===== src/rtl/micro_sequencer_pkg.sv =====
// Shared definitions for the microprogram sequencer: mode encodings and the
// microinstruction field layout, computed from the width parameters.
package micro_seq_pkg;

    typedef enum logic [2:0] {
        M_SEQ   = 3'd0,
        M_JMP   = 3'd1,
        M_BR4   = 3'd2,
        M_CALL  = 3'd3,
        M_RET   = 3'd4,
        M_WAIT  = 3'd5,
        M_LDCNT = 3'd6,
        M_DJNZ  = 3'd7
    } mode_e;

    localparam int MODE_W = 3;

    function automatic int mi_w(input int addr_w, input int csel_w, input int ctrl_w);
        return MODE_W + 2 * csel_w + 4 * addr_w + ctrl_w;
    endfunction

    // Address slots above ctrl, LSB first: 0=D, 1=C, 2=B, 3=A.
    function automatic int addr_lsb(input int ctrl_w, input int addr_w, input int slot);
        return ctrl_w + slot * addr_w;
    endfunction

    // Condition selects above the address fields: 0=csel0, 1=csel1.
    function automatic int csel_lsb(input int ctrl_w, input int addr_w, input int csel_w,
                                    input int slot);
        return ctrl_w + 4 * addr_w + slot * csel_w;
    endfunction

    function automatic int mode_lsb(input int ctrl_w, input int addr_w, input int csel_w);
        return ctrl_w + 4 * addr_w + 2 * csel_w;
    endfunction

endpackage


===== src/rtl/micro_sequencer_if.sv =====
// Bus between the sequencer, the microcode ROM and the datapath.
// master = sequencer side, slave = ROM/datapath/environment side.
interface micro_sequencer_if
    import micro_seq_pkg::*;
#(
    parameter int ADDR_W   = 4,
    parameter int CTRL_W   = 22,
    parameter int NUM_COND = 4,
    parameter int CSEL_W   = 2,
    parameter int SP_W     = 3
);
    localparam int MI_W = mi_w(ADDR_W, CSEL_W, CTRL_W);

    logic                stall;
    logic [NUM_COND-1:0] cond;
    logic [ADDR_W-1:0]   rom_addr;
    logic [MI_W-1:0]     rom_data;
    logic [CTRL_W-1:0]   ctrl;
    logic                err;
    logic [SP_W-1:0]     sp;

    modport master (
        input  stall, cond, rom_data,
        output rom_addr, ctrl, err, sp
    );

    modport slave (
        output stall, cond, rom_data,
        input  rom_addr, ctrl, err, sp
    );
endinterface


===== src/rtl/micro_stack.sv =====
// Return-address LIFO; push/pop take effect on the clock edge, pop_dat shows the top entry.
// Push when full and pop when empty are ignored; the caller owns fault handling.
module micro_stack #(
    parameter int DEPTH = 4,
    parameter int W     = 4,
    parameter int CNT_W = $clog2(DEPTH + 1)
) (
    input  logic             clk,
    input  logic             rst,
    input  logic             push,
    input  logic             pop,
    input  logic [W-1:0]     push_dat,
    output logic [W-1:0]     pop_dat,
    output logic             full,
    output logic             empty,
    output logic [CNT_W-1:0] count
);
    localparam int IDX_W = (DEPTH > 1) ? $clog2(DEPTH) : 1;

    logic [W-1:0]     mem_q [DEPTH];
    logic [W-1:0]     mem_d [DEPTH];
    logic [CNT_W-1:0] count_q, count_d, top_cnt;
    logic [IDX_W-1:0] wr_idx, rd_idx;

    assign top_cnt = count_q - CNT_W'(1);
    assign wr_idx  = count_q[IDX_W-1:0];
    assign rd_idx  = top_cnt[IDX_W-1:0];
    assign full    = (count_q == CNT_W'(DEPTH));
    assign empty   = (count_q == '0);
    assign pop_dat = mem_q[rd_idx];
    assign count   = count_q;

    always_comb begin
        mem_d   = mem_q;
        count_d = count_q;
        if (push && !full) begin
            mem_d[wr_idx] = push_dat;
            count_d       = count_q + CNT_W'(1);
        end else if (pop && !empty) begin
            count_d = top_cnt;
        end
    end

    always_ff @(posedge clk or posedge rst) begin
        if (rst) begin
            count_q <= '0;
            for (int i = 0; i < DEPTH; i++) mem_q[i] <= '0;
        end else begin
            count_q <= count_d;
            mem_q   <= mem_d;
        end
    end
endmodule


===== src/rtl/micro_sequencer.sv =====
// Microprogram sequencer: next micro-address one cycle after the ROM word/conditions are seen.
// stall freezes all state and blanks ctrl; stack faults set a sticky err and divert to ERR_ADDR.
module micro_sequencer
    import micro_seq_pkg::*;
#(
    parameter int ADDR_W      = 4,
    parameter int CTRL_W      = 22,
    parameter int NUM_COND    = 4,
    parameter int CSEL_W      = 2,
    parameter int STACK_DEPTH = 4,
    parameter int CNT_W       = 8,
    parameter int RESET_ADDR  = 0,
    parameter int ERR_ADDR    = 15
) (
    input logic               clk,
    input logic               rst,
    micro_sequencer_if.master bus
);
    localparam int SP_W     = $clog2(STACK_DEPTH + 1);
    localparam int MODE_LSB = mode_lsb(CTRL_W, ADDR_W, CSEL_W);
    localparam int C1_LSB   = csel_lsb(CTRL_W, ADDR_W, CSEL_W, 1);
    localparam int C0_LSB   = csel_lsb(CTRL_W, ADDR_W, CSEL_W, 0);
    localparam int A_LSB    = addr_lsb(CTRL_W, ADDR_W, 3);
    localparam int B_LSB    = addr_lsb(CTRL_W, ADDR_W, 2);
    localparam int C_LSB    = addr_lsb(CTRL_W, ADDR_W, 1);
    localparam int D_LSB    = addr_lsb(CTRL_W, ADDR_W, 0);

    mode_e                mode;
    logic [CSEL_W-1:0]    csel0, csel1;
    logic [ADDR_W-1:0]    fa, fb, fc, fd, seq_addr, ret_addr;
    logic [2**CSEL_W-1:0] cond_pad;
    logic                 k0, k1;
    logic                 push, pop, stk_full, stk_empty;
    logic [SP_W-1:0]      sp;

    logic [ADDR_W-1:0]    upc_q, upc_d;
    logic [CNT_W-1:0]     cnt_q, cnt_d;
    logic                 err_q, err_d;

    assign mode     = mode_e'(bus.rom_data[MODE_LSB +: MODE_W]);
    assign csel1    = bus.rom_data[C1_LSB +: CSEL_W];
    assign csel0    = bus.rom_data[C0_LSB +: CSEL_W];
    assign fa       = bus.rom_data[A_LSB +: ADDR_W];
    assign fb       = bus.rom_data[B_LSB +: ADDR_W];
    assign fc       = bus.rom_data[C_LSB +: ADDR_W];
    assign fd       = bus.rom_data[D_LSB +: ADDR_W];
    assign seq_addr = upc_q + 1'b1;

    // Unimplemented condition selects read as 0 via zero padding.
    always_comb begin
        cond_pad               = '0;
        cond_pad[NUM_COND-1:0] = bus.cond;
    end
    assign k1 = cond_pad[csel1];
    assign k0 = cond_pad[csel0];

    micro_stack #(.DEPTH(STACK_DEPTH), .W(ADDR_W), .CNT_W(SP_W)) u_stack (
        .clk      (clk),
        .rst      (rst),
        .push     (push),
        .pop      (pop),
        .push_dat (seq_addr),
        .pop_dat  (ret_addr),
        .full     (stk_full),
        .empty    (stk_empty),
        .count    (sp)
    );

    always_comb begin
        upc_d = upc_q;
        cnt_d = cnt_q;
        err_d = err_q;
        push  = 1'b0;
        pop   = 1'b0;
        if (!bus.stall) begin
            unique case (mode)
                M_SEQ: upc_d = seq_addr;
                M_JMP: upc_d = fa;
                M_BR4: begin
                    unique case ({k1, k0})
                        2'b00:   upc_d = fa;
                        2'b01:   upc_d = fb;
                        2'b10:   upc_d = fc;
                        default: upc_d = fd;
                    endcase
                end
                M_CALL: begin
                    if (stk_full) begin
                        err_d = 1'b1;
                        upc_d = ADDR_W'(ERR_ADDR);
                    end else begin
                        push  = 1'b1;
                        upc_d = fa;
                    end
                end
                M_RET: begin
                    if (stk_empty) begin
                        err_d = 1'b1;
                        upc_d = ADDR_W'(ERR_ADDR);
                    end else begin
                        pop   = 1'b1;
                        upc_d = ret_addr;
                    end
                end
                M_WAIT: if (k0) upc_d = fa;
                M_LDCNT: begin
                    cnt_d = CNT_W'({fd, fc});
                    upc_d = fa;
                end
                default: begin
                    if (cnt_q != '0) begin
                        cnt_d = cnt_q - 1'b1;
                        upc_d = fa;
                    end else begin
                        upc_d = fb;
                    end
                end
            endcase
        end
    end

    always_ff @(posedge clk or posedge rst) begin
        if (rst) begin
            upc_q <= ADDR_W'(RESET_ADDR);
            cnt_q <= '0;
            err_q <= 1'b0;
        end else begin
            upc_q <= upc_d;
            cnt_q <= cnt_d;
            err_q <= err_d;
        end
    end

    assign bus.rom_addr = upc_q;
    assign bus.err      = err_q;
    assign bus.sp       = sp;
    assign bus.ctrl     = (bus.stall || rst) ? '0 : bus.rom_data[CTRL_W-1:0];
endmodule


===== src/flat_wrapper.sv =====
// flat-port wrapper written by rule: the top's interface ports become plain ports
module micro_sequencer_flat import micro_seq_pkg::*;
#(
    parameter int ADDR_W      = 4,
    parameter int CTRL_W      = 22,
    parameter int NUM_COND    = 4,
    parameter int CSEL_W      = 2,
    parameter int STACK_DEPTH = 4,
    parameter int CNT_W       = 8,
    parameter int RESET_ADDR  = 0,
    parameter int ERR_ADDR    = 15
)
  (clk, rst, bus_stall, bus_cond, bus_rom_data, bus_rom_addr, bus_ctrl, bus_err, bus_sp);
  micro_sequencer_if #(.ADDR_W(ADDR_W), .CTRL_W(CTRL_W), .NUM_COND(NUM_COND), .CSEL_W(CSEL_W), .SP_W(($clog2(STACK_DEPTH + 1)))) bus_i ();
  input logic clk;
  input logic rst;
  input wire logic [$bits(bus_i.stall)-1:0] bus_stall;
  input wire logic [$bits(bus_i.cond)-1:0] bus_cond;
  input wire logic [$bits(bus_i.rom_data)-1:0] bus_rom_data;
  output wire logic [$bits(bus_i.rom_addr)-1:0] bus_rom_addr;
  output wire logic [$bits(bus_i.ctrl)-1:0] bus_ctrl;
  output wire logic [$bits(bus_i.err)-1:0] bus_err;
  output wire logic [$bits(bus_i.sp)-1:0] bus_sp;
  assign bus_i.stall = bus_stall;
  assign bus_i.cond = bus_cond;
  assign bus_i.rom_data = bus_rom_data;
  assign bus_rom_addr = bus_i.rom_addr;
  assign bus_ctrl = bus_i.ctrl;
  assign bus_err = bus_i.err;
  assign bus_sp = bus_i.sp;
  micro_sequencer #(.ADDR_W(ADDR_W), .CTRL_W(CTRL_W), .NUM_COND(NUM_COND), .CSEL_W(CSEL_W), .STACK_DEPTH(STACK_DEPTH), .CNT_W(CNT_W), .RESET_ADDR(RESET_ADDR), .ERR_ADDR(ERR_ADDR)) u_core (.clk(clk), .rst(rst), .bus(bus_i));
endmodule

===== config.mk =====
export PLATFORM = sky130hd
export DESIGN_NAME = micro_sequencer_flat
export DESIGN_NICKNAME = d
export VERILOG_FILES = /design/src/rtl/micro_sequencer_pkg.sv /design/src/rtl/micro_sequencer_if.sv /design/src/rtl/micro_stack.sv /design/src/rtl/micro_sequencer.sv /design/src/flat_wrapper.sv
export SDC_FILE = /design/constraint.sdc
export NUM_CORES = 1
export LEC_CHECK = 0
export ABC_CLOCK_PERIOD_IN_PS = 4400
export BUFFER_PORTS_ARGS = -buffer_cell sky130_fd_sc_hd__buf_2
export CAP_MARGIN = 20
export CORE_ASPECT_RATIO = 2
export CORE_UTILIZATION = 54
export CTS_BUF_LIST = sky130_fd_sc_hd__clkbuf_8
export DETAILED_ROUTE_END_ITERATION = 7
export PLACE_DENSITY = 0.86
export REMOVE_ABC_BUFFERS = 1
export SLEW_MARGIN = 20
export SYNTH_ARGS = -nofsm -noshare
export SYNTH_HDL_FRONTEND = slang
export SYNTH_SLANG_ARGS = --single-unit

===== constraint.sdc =====
create_clock -name clk -period 4.4 [get_ports clk]
set_input_delay 0.88 -clock clk [delete_from_list [all_inputs] [get_ports clk]]
set_output_delay 0.88 -clock clk [all_outputs]
set_load 0.1 [all_outputs]

==> flow_metrics.tcl <==
set metrics [dict create \
    cp.arrival_ps 2370 \
    r2r_start "u_core.u_stack.count[0]" \
    die_x_um 48.3 \
    async_reset_ff_frac 1.00 \
    antenna_found_initial 0 \
    n_fill_cell 350 \
    r2r_cells 7 \
    grt_pass1_vias 2104 \
    worstPathMaxFanout 22 \
    hold_viol 0 \
    cts_inserted_buffers 5 \
    track_usage 0.295 \
    post_cts_buffers 0 \
    drcViolationCount 0 \
    syn_inst 249 \
    synth_seq_cells 32 \
    core_mm2 0.00409 \
    drv_slew 0 \
    areaGrowthSynthToFinish_pct 22.2 \
    grt_pass1_wl_um 9540 \
    fmaxAchievable_ghz 0.308 \
    r2r_slack_ps 1680 \
    synth_cell_types 49 \
    grt_setup_unrepaired "no" \
    peakVddDrop_uv 365 \
    ctsHoldBuffers 0 \
    cts_tree "done" \
    cts-htree-levels 2 \
    worstReg2RegEnd "u_core.bus.rom_addr[1]" \
    fin_crit_ps 3250 \
    max_slew_margin 0.347 \
    drt_iter0_drc 84 \
    start_util 0.566 \
    first_pass_iters 4 \
    critPathCapture "bus_ctrl[2]" \
    layout_commonest_cell "buf_2" \
    dp_hpwl_um 4720 \
    synth_edf_count 0 \
    synthesis.area_per_instance_um2 9.29 \
    ios 82 \
    status "finished clean" \
    clock-root-buffer "clkbuf_8" \
    crit_required_ps 3520 \
    diodes 0 \
    clk_pin_slew_ps 70 \
    seq_area_frac_synth 0.346 \
    gp_congestion 0.884 \
    hold_path.class "flop to flop" \
    die_y_um 94.6 \
    synth.cell_area_mm2 0.00231 \
    finalCritPeriodShare 0.738 \
    setup.worst_path.end_class "primary output" \
    dieArea_mm2 0.00457 \
    grt_max_degree 33 \
    drive_above_1_share 0.351 \
    startpoint "bus_stall" \
    clock_skew_ps 5.15 \
    port-buffer-count 81 \
    total_leakage_power_nw 1.35 \
    synth_ff_type "dfrtp_1" \
    ant_nets 0 \
    power.total_w 0.00164 \
    cts_resized 0 \
    vias_per_cell 5.91 \
    dpl-instance-area_mm2 0.00272 \
    placementRows 33 \
    hold-worst-slack_ps 470 \
    p_per_area_mw_per_mm2 580 \
    fin_tns_setup_ps 0 \
    setup_viol 0 \
    vias 2244 \
    grt-ovfl-total 0 \
    post_drt_wl_per_cell_um 16.0 \
    num-nets-final 386 \
    design_area_mm2 0.00283 \
    clkSinkCount 32 \
    path_class "input pin to primary output" \
    yosysWarningCount 0 \
    cts_buffer_depth 2 \
    cap_violations 0 \
    routed_wl_um 6060 \
    layout_common_cells "81 x buf_2, 32 x dfrtp_1, 25 x nand2_1, 24 x and2_1, 23 x nor2_1" \
    startpoint_type "input pin" \
    worstMarginPinSlew_ps 976 \
    clk_latency_ps 280 \
]
-- per-stage QoR --
step                std cells  setup slack [ps]   util
floorplan                 238              1320      -
global placement          372              1210  0.665
detailed placement        372              1160  0.665
CTS                       380              1160  0.692
global route              380               918  0.692
finish                    380              1150  0.692
-- Yosys cell counts, drive strengths merged, types with 6 or more instances --
cell type / number / area [µm²]
buf: 6 / 35.0
nand2: 25 / 93.8
nor3: 6 / 30.0
a21oi: 11 / 55.1
inv: 8 / 30.0
mux2: 13 / 146
mux2i: 8 / 80.1
and2: 24 / 150
o21ai: 22 / 110
nor2: 23 / 86.3
ha: 7 / 87.6
dfrtp: 32 / 801
mux4: 6 / 135
-- sequential cells by signal (all words and copies together), names as in the netlist --
name and count:
u_core.u_stack.count 3, u_core.bus.rom_addr 4, u_core.u_stack.mem_q 16, u_core.bus.err 1, u_core.cnt_q 8
-- how the worst min path moves through the flow --
stage | cells past startpoint | from | end | slack (ps)
4_1_cts | 1 | u_core.bus.err | u_core.bus.err | 480
6_report | 1 | u_core.bus.err | u_core.bus.err | 470
3_5_place_dp | 1 | u_core.bus.err | u_core.bus.err | 460
3_3_place_gp | 1 | u_core.bus.err | u_core.bus.err | 450
5_1_grt | 1 | u_core.bus.err | u_core.bus.err | 510
2_1_floorplan | 2 | u_core.u_stack.mem_q[8] | u_core.u_stack.mem_q[8] | 440
-- final cells by class --
type	instances	area, µm²	area share
Multi-Input combinational cell	198	1410	0.498
Sequential cell	32	801	0.283
Timing Repair Buffer	82	413	0.146
Clock buffer	5	68.8	0.0243
Tap cell	52	65.1	0.0230
Clock inverter	3	42.5	0.0150
Inverter	8	30.0	0.0106
-- layer usage --
layer | GRT usage | vias to the layer above | share of wire
li1 | - | 1048 | -
met1 | 0.320 | 1024 | 0.34
met2 | 0.489 | 141 | 0.54
met3 | 0.0535 | 31 | 0.071
met4 | 0.185 | 0 | 0.054
met5 | 0 | - | 0
-- report_power, final --
group	leakage, nW	total (W)	internal (W)	switching (W)
sequential	0.395	0.000537	0.000419	0.000118
clock	0.0541	0.000281	0.000167	0.000113
combinational	0.901	0.000822	0.000288	0.000534
total	1.35	0.00164	0.000874	0.000766
-- critical path: stages --
cell and delay (ps):
buf_2 150, nor2_1 660, and2_1 240, buf_2 430
-- kinds of logic (layout without fill, tap and decap cells) --
| kind of cell | after synthesis | in the layout | share of synthesized area |
|---|---|---|---|
| mux | 27 | 27 | 0.156 |
| simple gates | 100 | 100 | 0.230 |
| compound gates | 59 | 59 | 0.165 |
| xor+xnor | 5 | 5 | 0.0189 |
| fa+ha+maj | 7 | 7 | 0.0379 |
| buf+inv | 19 | 98 | 0.0454 |
| flops | 32 | 32 | 0.346 |
No activity file was read; power rests on OpenSTA's default activity.
